===== src/rtl/apply_bound_mask_32bit.sv =====
// Read-modify-write painter for one 32-bit packed image word: reads the word,
// sets or clears the run from the bound to the chosen word edge, writes it back.
module apply_bound_mask_32bit #(
  parameter int ADDR_WIDTH = 13,
  parameter int RD_LATENCY = 1
) (
  input  logic                  i_clk,
  input  logic                  i_rst,
  input  logic                  i_trig,
  input  logic [ADDR_WIDTH-1:0] i_bram_addr,
  input  logic [4:0]            i_bound_index,
  input  logic                  i_left_or_right,
  input  logic                  i_is_bound_valid,
  input  logic                  i_fill_value,
  output logic                  o_bram_en,
  output logic                  o_bram_we,
  output logic [ADDR_WIDTH-1:0] o_bram_addr,
  output logic [31:0]           o_bram_wdata,
  input  logic [31:0]           i_bram_rdata,
  output logic [31:0]           o_word_out,
  output logic                  o_busy,
  output logic                  o_done
);

  typedef enum logic [2:0] {
    ST_IDLE = 3'd0,
    ST_RD   = 3'd1,
    ST_WAIT = 3'd2,
    ST_WR   = 3'd3,
    ST_DONE = 3'd4
  } state_t;

  localparam logic [1:0] WAIT_LAST = 2'(RD_LATENCY - 1);

  // Left covers bit 31 down to idx, right covers idx down to bit 0; never empty.
  function automatic logic [31:0] bound_mask(input logic [4:0] idx, input logic left);
    if (left) begin
      bound_mask = 32'hFFFF_FFFF << idx;
    end else begin
      bound_mask = 32'hFFFF_FFFF >> (5'd31 - idx);
    end
  endfunction

  function automatic logic [31:0] paint_word(input logic [31:0] word, input logic [31:0] mask,
                                             input logic fill);
    if (fill) begin
      paint_word = word | mask;
    end else begin
      paint_word = word & ~mask;
    end
  endfunction

  state_t                  state_r, state_s;
  logic [1:0]              wait_cnt_r, wait_cnt_s;
  logic [ADDR_WIDTH-1:0]   addr_r, addr_s;
  logic [4:0]              index_r, index_s;
  logic                    left_r, left_s;
  logic                    valid_r, valid_s;
  logic                    fill_r, fill_s;
  logic                    bram_en_r, bram_en_s;
  logic                    bram_we_r, bram_we_s;
  logic [ADDR_WIDTH-1:0]   bram_addr_r, bram_addr_s;
  logic [31:0]             bram_wdata_r, bram_wdata_s;
  logic [31:0]             word_out_r, word_out_s;
  logic                    busy_r, busy_s;
  logic                    done_r, done_s;
  logic [31:0]             new_word_s;

  assign new_word_s   = paint_word(i_bram_rdata, bound_mask(index_r, left_r), fill_r);
  assign o_bram_en    = bram_en_r;
  assign o_bram_we    = bram_we_r;
  assign o_bram_addr  = bram_addr_r;
  assign o_bram_wdata = bram_wdata_r;
  assign o_word_out   = word_out_r;
  assign o_busy       = busy_r;
  assign o_done       = done_r;

  // Next-state and next-output logic; outputs are computed one cycle ahead and registered.
  always_comb begin
    state_s      = state_r;
    wait_cnt_s   = wait_cnt_r;
    addr_s       = addr_r;
    index_s      = index_r;
    left_s       = left_r;
    valid_s      = valid_r;
    fill_s       = fill_r;
    bram_en_s    = 1'b0;
    bram_we_s    = 1'b0;
    bram_addr_s  = bram_addr_r;
    bram_wdata_s = bram_wdata_r;
    word_out_s   = word_out_r;
    busy_s       = 1'b1;
    done_s       = 1'b0;
    case (state_r)
      ST_IDLE: begin
        if (i_trig) begin
          addr_s      = i_bram_addr;
          index_s     = i_bound_index;
          left_s      = i_left_or_right;
          valid_s     = i_is_bound_valid;
          fill_s      = i_fill_value;
          bram_en_s   = 1'b1;
          bram_addr_s = i_bram_addr;
          state_s     = ST_RD;
        end else begin
          busy_s = 1'b0;
        end
      end
      ST_RD: begin
        wait_cnt_s = 2'd0;
        state_s    = ST_WAIT;
      end
      ST_WAIT: begin
        // Read data is valid during the last WAIT cycle; the write word is built from it directly.
        if (wait_cnt_r == WAIT_LAST) begin
          state_s = ST_WR;
          if (valid_r) begin
            bram_en_s    = 1'b1;
            bram_we_s    = 1'b1;
            bram_addr_s  = addr_r;
            bram_wdata_s = new_word_s;
            word_out_s   = new_word_s;
          end else begin
            word_out_s = i_bram_rdata;
          end
        end else begin
          wait_cnt_s = wait_cnt_r + 2'd1;
        end
      end
      ST_WR: begin
        done_s  = 1'b1;
        state_s = ST_DONE;
      end
      ST_DONE: begin
        busy_s  = 1'b0;
        state_s = ST_IDLE;
      end
      default: begin
        busy_s  = 1'b0;
        state_s = ST_IDLE;
      end
    endcase
  end

  // State, operand and output registers; reset clears write enable immediately.
  always_ff @(posedge i_clk or posedge i_rst) begin
    if (i_rst) begin
      state_r      <= ST_IDLE;
      wait_cnt_r   <= 2'd0;
      addr_r       <= '0;
      index_r      <= 5'd0;
      left_r       <= 1'b0;
      valid_r      <= 1'b0;
      fill_r       <= 1'b0;
      bram_en_r    <= 1'b0;
      bram_we_r    <= 1'b0;
      bram_addr_r  <= '0;
      bram_wdata_r <= 32'd0;
      word_out_r   <= 32'd0;
      busy_r       <= 1'b0;
      done_r       <= 1'b0;
    end else begin
      state_r      <= state_s;
      wait_cnt_r   <= wait_cnt_s;
      addr_r       <= addr_s;
      index_r      <= index_s;
      left_r       <= left_s;
      valid_r      <= valid_s;
      fill_r       <= fill_s;
      bram_en_r    <= bram_en_s;
      bram_we_r    <= bram_we_s;
      bram_addr_r  <= bram_addr_s;
      bram_wdata_r <= bram_wdata_s;
      word_out_r   <= word_out_s;
      busy_r       <= busy_s;
      done_r       <= done_s;
    end
  end

endmodule


===== config.mk =====
export PLATFORM = sky130hd
export DESIGN_NAME = apply_bound_mask_32bit
export DESIGN_NICKNAME = d
export VERILOG_FILES = /design/src/rtl/apply_bound_mask_32bit.sv
export SDC_FILE = /design/constraint.sdc
export NUM_CORES = 1
export LEC_CHECK = 0
export ABC_AREA = 1
export CAP_MARGIN = 5
export CORE_ASPECT_RATIO = 0.5
export CORE_UTILIZATION = 30
export CTS_BUF_LIST = sky130_fd_sc_hd__clkbuf_8
export DETAILED_ROUTE_END_ITERATION = 7
export MAX_ROUTING_LAYER = met4
export PLACE_DENSITY = 0.64
export SYNTH_ARGS = -nofsm -noshare
export SYNTH_HDL_FRONTEND = slang
export SYNTH_SLANG_ARGS = --single-unit

===== constraint.sdc =====
create_clock -name i_clk -period 6 [get_ports i_clk]
set_clock_uncertainty 0.1 [all_clocks]
set_input_delay 1.2 -clock i_clk [delete_from_list [all_inputs] [get_ports i_clk]]
set_output_delay 1.2 -clock i_clk [all_outputs]
set_load 0.02 [all_outputs]

# == Word-level counts from Yosys, hierarchy flattened ==
# Cells that the tools add are included.
# op_classes
addsub,2
eq_ne,7
n_shift,2
n_mux,19
bitwise,3
n_reduce_logical,11
# op_table
op,count
$mux W32,3
$mux W13,3
$and A32 B32 Y32,1
$not A32 Y32,1
$or A32 B32 Y32,1
$shl A32 B5 Y32 const A,1
$shr A32 B5 Y32 const A,1
$pmux W13 S2,1
$pmux W3 S4,1
$ne A2 B2 Y1 const B,4
$reduce_and A2 Y1,4
$eq A3 B2 Y1 const B,2
$mux W3,2
$mux W1,5
$sub A5 B5 Y5 const A,1
$pmux W1 S2,2
$pmux W2 S2,1
$reduce_and A4 Y1,1
$reduce_bool A2 Y1,2
$eq A3 B1 Y1 const B,1
$logic_not A3 Y1,1
$reduce_and A3 Y1,1
$reduce_or A3 Y1,1
$add A2 B1 Y2 const B,1
other kinds (2),2
# word_totals
ff_bits,107
input_bits,56
out_inout_bits,81
elab_cells,58

# == Depth between registers and ports, before layout ==
# Gate-level depths: netlist of the first run.
# depth
ltp_word,7
ltp_mapped,10
mapped_depth_nobuf,9

# == Least setup slack after synthesis of the first run ==
# OpenSTA, ideal clock, no wires.
# synth_timing
path_kind,input to register
startpoint,input port i_trig
endpoint,register bram_addr_r[0] (netlist: o_bram_addr[0])
setup_time_ns,0.077
arrival_time_ns,1.823
required_ns,5.823
slack_ns,3.999
path_stages,5
path_buffers,1
path_cell_list,nand3_1 -> nand2_4 -> buf_6 -> nor2_1 -> a21oi_1
# synth_between
elab_chain_len,2
# synth_lines
item,line_no,text
"start, declared",9,"input logic i_trig,"
$ne A2 B2 Y1 (no line),n/a,
$reduce_and A4 Y1 (no line),n/a,
"end signal, assigned",172,bram_addr_r <= bram_addr_s;
"end, declared",62,"logic [ADDR_WIDTH-1:0] bram_addr_r, bram_addr_s;"
# No other way between the ends.
# A chain may end at the register's enable or synchronous reset.

# == Worst setup path in the final report of the first run ==
# layout_timing
startpoint,input port i_trig
endpoint,register bram_addr_r[7] (netlist: o_bram_addr[7])
# Same word-level chain as after synthesis.

==> results of run 1 <==
[state kept, by name, summed over array words and instances, names as in the netlist]
name and count:
state_r 3, valid_r 1, o_bram_we 1, o_bram_en 1, addr_r 13, wait_cnt_r 2
o_bram_wdata 32, index_r 5, o_bram_addr 13, o_word_out 32, o_busy 1, fill_r 1
left_r 1, o_done 1
[worst reg2reg max path: stages, from the launching register on]
cell,delay [ns]
dfrtp_1,0.43
inv_2,0.11
nand3_4,0.19
inv_4,0.21
nand2_2,0.47
nor2_4,0.87
a22oi_1,0.16
nand2_1,0.12
[metrics by stage]
step / cells / hold slack [ns] / util / cell area (sq um)
2_1_floorplan: 667 / 0.348 / - / 5290
3_3_place_gp: 998 / 0.362 / 0.402 / 6760
3_5_place_dp: 998 / 0.370 / 0.402 / 6760
4_1_cts: 1014 / 0.399 / 0.413 / 6940
5_1_grt: 1014 / 0.421 / 0.413 / 6940
6_report: 1014 / 0.391 / 0.413 / 6940
[report_power, final]
part	internal (mW)	total [mW]	switching (mW)
Combinational	0.917	2.30	1.39
Clock	0.167	0.433	0.266
Sequential	1.07	1.32	0.242
Total	2.16	4.05	1.89
[kinds of logic after synthesis]
logic type	after synthesis
muxes	1
buffers and inverters	81
and+or+nand+nor	380
AOI/OAI and AO/OA	97
adders and majority gates	1
DFF	107
[cells in the mapped netlist, drive strengths merged]
cell / number / share of area
nand2: 249 / 0.18
dfrtp: 107 / 0.51
nand3: 65 / 0.066
inv: 47 / 0.034
nor2: 40 / 0.030
o21ai: 35 / 0.033
a22oi: 31 / 0.044
a21oi: 30 / 0.028
buf: 23 / 0.030
nand3b: 20 / 0.028
clkbuf: 11 / 0.0080
nand4: 2 / 0.0024
nor3: 2 / 0.0019
or2: 2 / 0.0024
ha: 1 / 0.0024
mux2: 1 / 0.0021
o2111a: 1 / 0.0021
[cell usage in the layout (no fill, tap or decap), types with 2 or more instances in the layout]
cell / netlist / routed
nand2_1: 247 / 247
clkdlybuf4s50_1: 0 / 136
dfrtp_1: 107 / 107
nand3_1: 63 / 62
inv_1: 41 / 40
nor2_1: 38 / 38
o21ai_0: 33 / 33
a22oi_1: 31 / 31
a21oi_1: 30 / 30
nand3b_1: 20 / 20
clkbuf_8: 0 / 10
inv_2: 5 / 5
nand3_4: 2 / 2
inv_4: 1 / 2
o21ai_1: 2 / 2
nand4_1: 2 / 2
nor3_1: 2 / 2
clkinvlp_4: 0 / 2
buf_4: 5 / 2
[per-layer routing]
layer | wire length (um) | GRT usage | vias up
met5 | 0 | - | -
met4 | 93 | 0.0316 | 0
met3 | 728 | 0.0350 | 8
met2 | 6900 | 0.283 | 136
met1 | 7040 | 0.229 | 2311
li1 | - | - | 2397
[cell type report]
cell class              instances  area share
clock inverters                 6     0.00703
clock buffers                  10      0.0198
inverters                      47      0.0261
multi-input cells             479       0.322
repair buffers                138       0.198
flip-flops and latches        107       0.386
well taps                     227      0.0409
[final timing paths]
check | startpoint | slack [ns] | cells past startpoint | endpoint
setup / recovery | i_trig | 3.04 | 5 | o_bram_addr[7]
hold / removal | addr_r[12] | 0.39 | 2 | addr_r[12]
setup reg to reg | state_r[2] | 3.28 | 7 | o_word_out[9]
hold reg to reg | addr_r[12] | 0.39 | 2 | addr_r[12]
max in group asynchronous | i_rst | 3.49 | 3 | o_bram_wdata[28]
min in group asynchronous | i_rst | 1.22 | 2 | addr_r[4]
==> run metrics, run 1 <==
Post-Synth Simple-Gate Area 0.310; Reg area 2680 sq um; outcome completed; LEAKAGE 3.34 nW; DR vias/cell 4.79; clock slew at reported path FFs 0.11 ns; Final setup violation count 0; maximum capacitance violations 0; CP Buf/Inv Count 1; ant diodes 0; Fillers 1731; final hold viol count 0; final critical-path setup slack 3.04 ns; core footprint 16800 sq um; Ports 137; Setup Fix Bufs, Post-CTS 0; CTS tree built; Final Net Count 839; kind of end point of the critical path flip-flop; Final TNS setup 0 ns; Slew @ Worst Pin 0.995 ns; Top delay family on crit path simple AND/OR/NAND/NOR gates; Avg Inst Size Synth 7.93 sq um; Initial Util 0.315; Die H 95.9 um; Cell Area, Synth 5290 sq um; P&R area growth vs syn 31.2%; die area 18200 sq um; Critical Path Fanout Max 43; Max Buffers Root-to-Sink 2; ANT nets after route 0; DR iter-0 viols 296; total clock buffers created by CTS 9; post-synthesis compound-gate area fraction 0.108; DRC 0; CP arrival 3.17 ns; syn nets 724; # rows 33; Worst setup SP type input port; peak supply drop 0.211 mV; slowest CP cell nand3_2; post-synthesis mux area share 0.00213; Synth cell types 29; final wirelength 14800 um; GPL Wtd Cong 0.888; grt ovf 0; ordered cell list for the critical path clkdlybuf4s50_1 -> nand3_2 -> nand2_4 -> nor2_1 -> a21oi_1; worst stage delay on the critical path 0.67 ns; highest clock rate 338 MHz; max-slew violations 0; antenna violations before repair 0; DR WL/cell 14.6 um; synthesized-area fraction occupied by adder cells 0.00236; clock sinks 107; root buf cell clkbuf_8; XOR/XNOR share of the synthesized area 0; Worst EP required 6.21 ns; multi-input logic area 2240 sq um; Ys Warns 0; post-DP HPWL 10700 um; GRT Util Overall 0.174; critical path class input port to flip-flop; layout cells sized above 1 0.0432; PortBufs 136; #FFs+latches synth 107; first-pass GRT wire length 24300 um; total power 4.05 mW; fin crit period 2.96 ns; htree depth 3; Seq/Total Area, Yosys 0.506; latest clock arrival within the worst-skew pair 0.37 ns; unrepaired setup endpoints after global routing false; Hold WC Path Type flip-flop to flip-flop; Die W 190 um; Pre-antenna DRT Iters 5; post-route clock period utilization 0.493; main combinational cell family by area after synthesis simple AND/OR/NAND/NOR gates; Resized Gates After CTS 0; ratio of total power to cell area 584 nW/um^2; vias in the first global route 4783; hold_buf cts 0; headroom to the max-slew limit 0.336; Placement Setup Slack 2.65 ns; total number of vias 4852; Cells after Synth 667; largest net degree at the start of global routing 66
(Power assumes the default switching activity.)
==> run 2: changes to the inputs <==
==> constraint.sdc (replaced) <==
create_clock -name i_clk -period 2.9 [get_ports i_clk]
set_clock_uncertainty 0.1 [all_clocks]
set_input_delay 0.58 -clock i_clk [delete_from_list [all_inputs] [get_ports i_clk]]
set_output_delay 0.58 -clock i_clk [all_outputs]
set_load 0.02 [all_outputs]
==> run 2 against run 1 <==
Net effect: utilization rose by 0.50 points; final cell count grew 0.59%; worst setup slack lost 2.3 ns; non-clock buffer count is 6 higher; critical path type is now flip-flop to flip-flop; critical endpoint is now o_word_out[15]; highest routed layer unchanged.
==> run metrics, run 2 (same netlist as run 1, synthesis figures left out) <==
P&R area growth vs syn 32.8% (was 31.2%); CTS tree built (unchanged); Die W 190 um (unchanged); ant diodes 0 (unchanged); final wirelength 14800 um (about the same); Crit Reg-Reg Startpoint state_r[2] (unchanged); Logic pwr share 0.564 (was 0.568); reg-to-reg endpoint o_word_out[15] (was o_word_out[9]); clock sinks 107 (unchanged); unrepaired setup endpoints after global routing false (unchanged); die area 18200 sq um (unchanged); DR iter-0 viols 242 (was 296); core footprint 16800 sq um (unchanged); total power 8.51 mW (was 4.05 mW); final hold viol count 0 (unchanged); DRC 0 (unchanged); Ports 137 (unchanged); highest clock rate 474 MHz; reg2reg path depth 7 (unchanged); PortBufs 136 (unchanged); post-route clock period utilization 0.728; GRT Util Overall 0.175 (was 0.174); fin area 7030 sq um (was 6940 sq um); Max Buffers Root-to-Sink 2 (unchanged); kind of end point of the critical path flip-flop (unchanged); critical path class flip-flop to flip-flop (was input port to flip-flop); switching power 3.90 mW (was 1.89 mW); Finished Core Util 0.418 (was 0.413); hold path endpoint o_bram_wdata[25] (was addr_r[12]); Flop pwr share 0.321 (was 0.325); first-pass GRT wire length 24200 um (was 24300 um); Slew @ Worst Pin 0.826 ns (was 0.995 ns); outcome completed (unchanged); final critical-path setup slack 0.789 ns (was 3.04 ns); grt ovf 0 (unchanged); Die H 95.9 um (unchanged); root buf cell clkbuf_8 (unchanged); hold_buf cts 0 (unchanged); worst stage delay on the critical path 0.64 ns (was 0.67 ns); P_int 4.61 mW (was 2.16 mW); Setup Fix Bufs, Post-CTS 0 (unchanged); total number of vias 4854 (was 4852); CP arrival 2.32 ns (was 3.17 ns); LEAKAGE 3.39 nW (was 3.34 nW); # rows 33 (unchanged); hold path cells 2 (unchanged); Hold Crit Start o_bram_wdata[25] (was addr_r[12]); DR vias/cell 4.76 (was 4.79); Hold WC Path Type flip-flop to flip-flop (unchanged); GPL Wtd Cong 0.920 (was 0.888); htree depth 3 (unchanged); ratio of total power to cell area 1210 nW/um^2 (was 584 nW/um^2); vias in the first global route 4828 (was 4783); Final Net Count 845 (was 839); most frequent cells in the layout nand2_1, clkdlybuf4s50_1, dfrtp_1 (unchanged); total clock buffers created by CTS 9 (unchanged); peak supply drop 0.453 mV (was 0.211 mV); slowest CP cell nor2_4 (was nand3_2); post-DP HPWL 11000 um (was 10700 um); largest net degree at the start of global routing 81 (was 66); layout cells sized above 1 0.0492 (was 0.0432); Worst EP required 3.11 ns (was 6.21 ns); latest clock arrival within the worst-skew pair 0.39 ns (was 0.37 ns); Final setup violation count 0 (unchanged); Sw Ratio 0.458 (was 0.467); maximum capacitance violations 0 (unchanged); Placement Setup Slack 0.656 ns (was 2.65 ns); ANT nets after route 0 (unchanged); antenna violations before repair 0 (unchanged); clock slew at reported path FFs 0.11 ns (about the same); fin crit period 2.11 ns; DR WL/cell 14.6 um (about the same); Fillers 1705 (was 1731); commonest non-fill, non-tap cell in the layout nand2_1 (unchanged); Critical Path Fanout Max 32 (was 43); worst reg-to-reg setup slack 0.79 ns (was 3.28 ns); Resized Gates After CTS 0 (unchanged); headroom to the max-slew limit 0.448 (was 0.336); Worst setup SP type flip-flop (was input port); Initial Util 0.315 (unchanged); Final TNS setup 0 ns (unchanged); max-slew violations 0 (unchanged); clock share of power 0.115 (was 0.107); ordered cell list for the critical path inv_2 -> nand3_4 -> inv_4 -> nand2_2 -> nor2_4 -> a22oi_1 -> nand2_1 (was clkdlybuf4s50_1 -> nand3_2 -> nand2_4 -> nor2_1 -> a21oi_1); placed inst area 6820 sq um (was 6760 sq um); Pre-antenna DRT Iters 4 (was 5)
==> run 2: critical path, delay by kind of cell (launching register included) <==
| kind | cells | cell delay (ns) |
|---|---|---|
| buffers and inverters | 2 | 0.33 |
| AND/OR/NAND/NOR | 4 | 1.03 |
| AO/OA/AOI/OAI | 1 | 0.14 |
| flip-flops | 1 | 0.43 |
==> run 2: cell type report <==
cell class / count / area [sq um] / area share
flip-flops and latches: 107 / 2680 / 0.381
clock buffers: 11 / 151 / 0.0215
multi-input cells: 479 / 2240 / 0.318
clock inverters: 5 / 60.1 / 0.00855
inverters: 47 / 183 / 0.0260
repair buffers: 144 / 1430 / 0.204
well taps: 227 / 284 / 0.0404
==> run 2: worst max path at each step <==
stage	from	endpoint	slack, ns	depth (start not counted)
after global placement	i_trig	addr_r[7]	0.73	5
after detailed placement	i_trig	o_bram_addr[3]	0.66	5
after global routing	state_r[2]	o_word_out[28]	0.56	7
after floorplan	i_rst	addr_r[0]	0.93	1
after CTS	state_r[2]	o_word_out[22]	0.77	7
final	state_r[2]	o_word_out[15]	0.79	7
==> run 2: metal layers <==
metal,up-vias,global-route usage,wire length (um)
met5,-,-,0
met4,0,0.0336,127
met3,11,0.0365,498
met2,96,0.280,6820
met1,2345,0.232,7400
li1,2402,-,-
==> run 2: power by group through the flow <==
stage,Sequential (mW),Combinational (mW),Clock [mW]
after floorplan,3.27,2.52,0
after global routing,2.82,5.35,1.07
after detailed placement,2.76,4.83,0
final,2.73,4.80,0.982
after global placement,2.75,4.72,0
after CTS,2.74,4.84,1.02
==> run 2: through the flow <==
stage	hold slack, ns	std cells
2_1_floorplan	0.348	667
3_3_place_gp	0.360	1004
3_5_place_dp	0.367	1004
4_1_cts	0.393	1020
5_1_grt	0.419	1020
6_report	0.387	1020
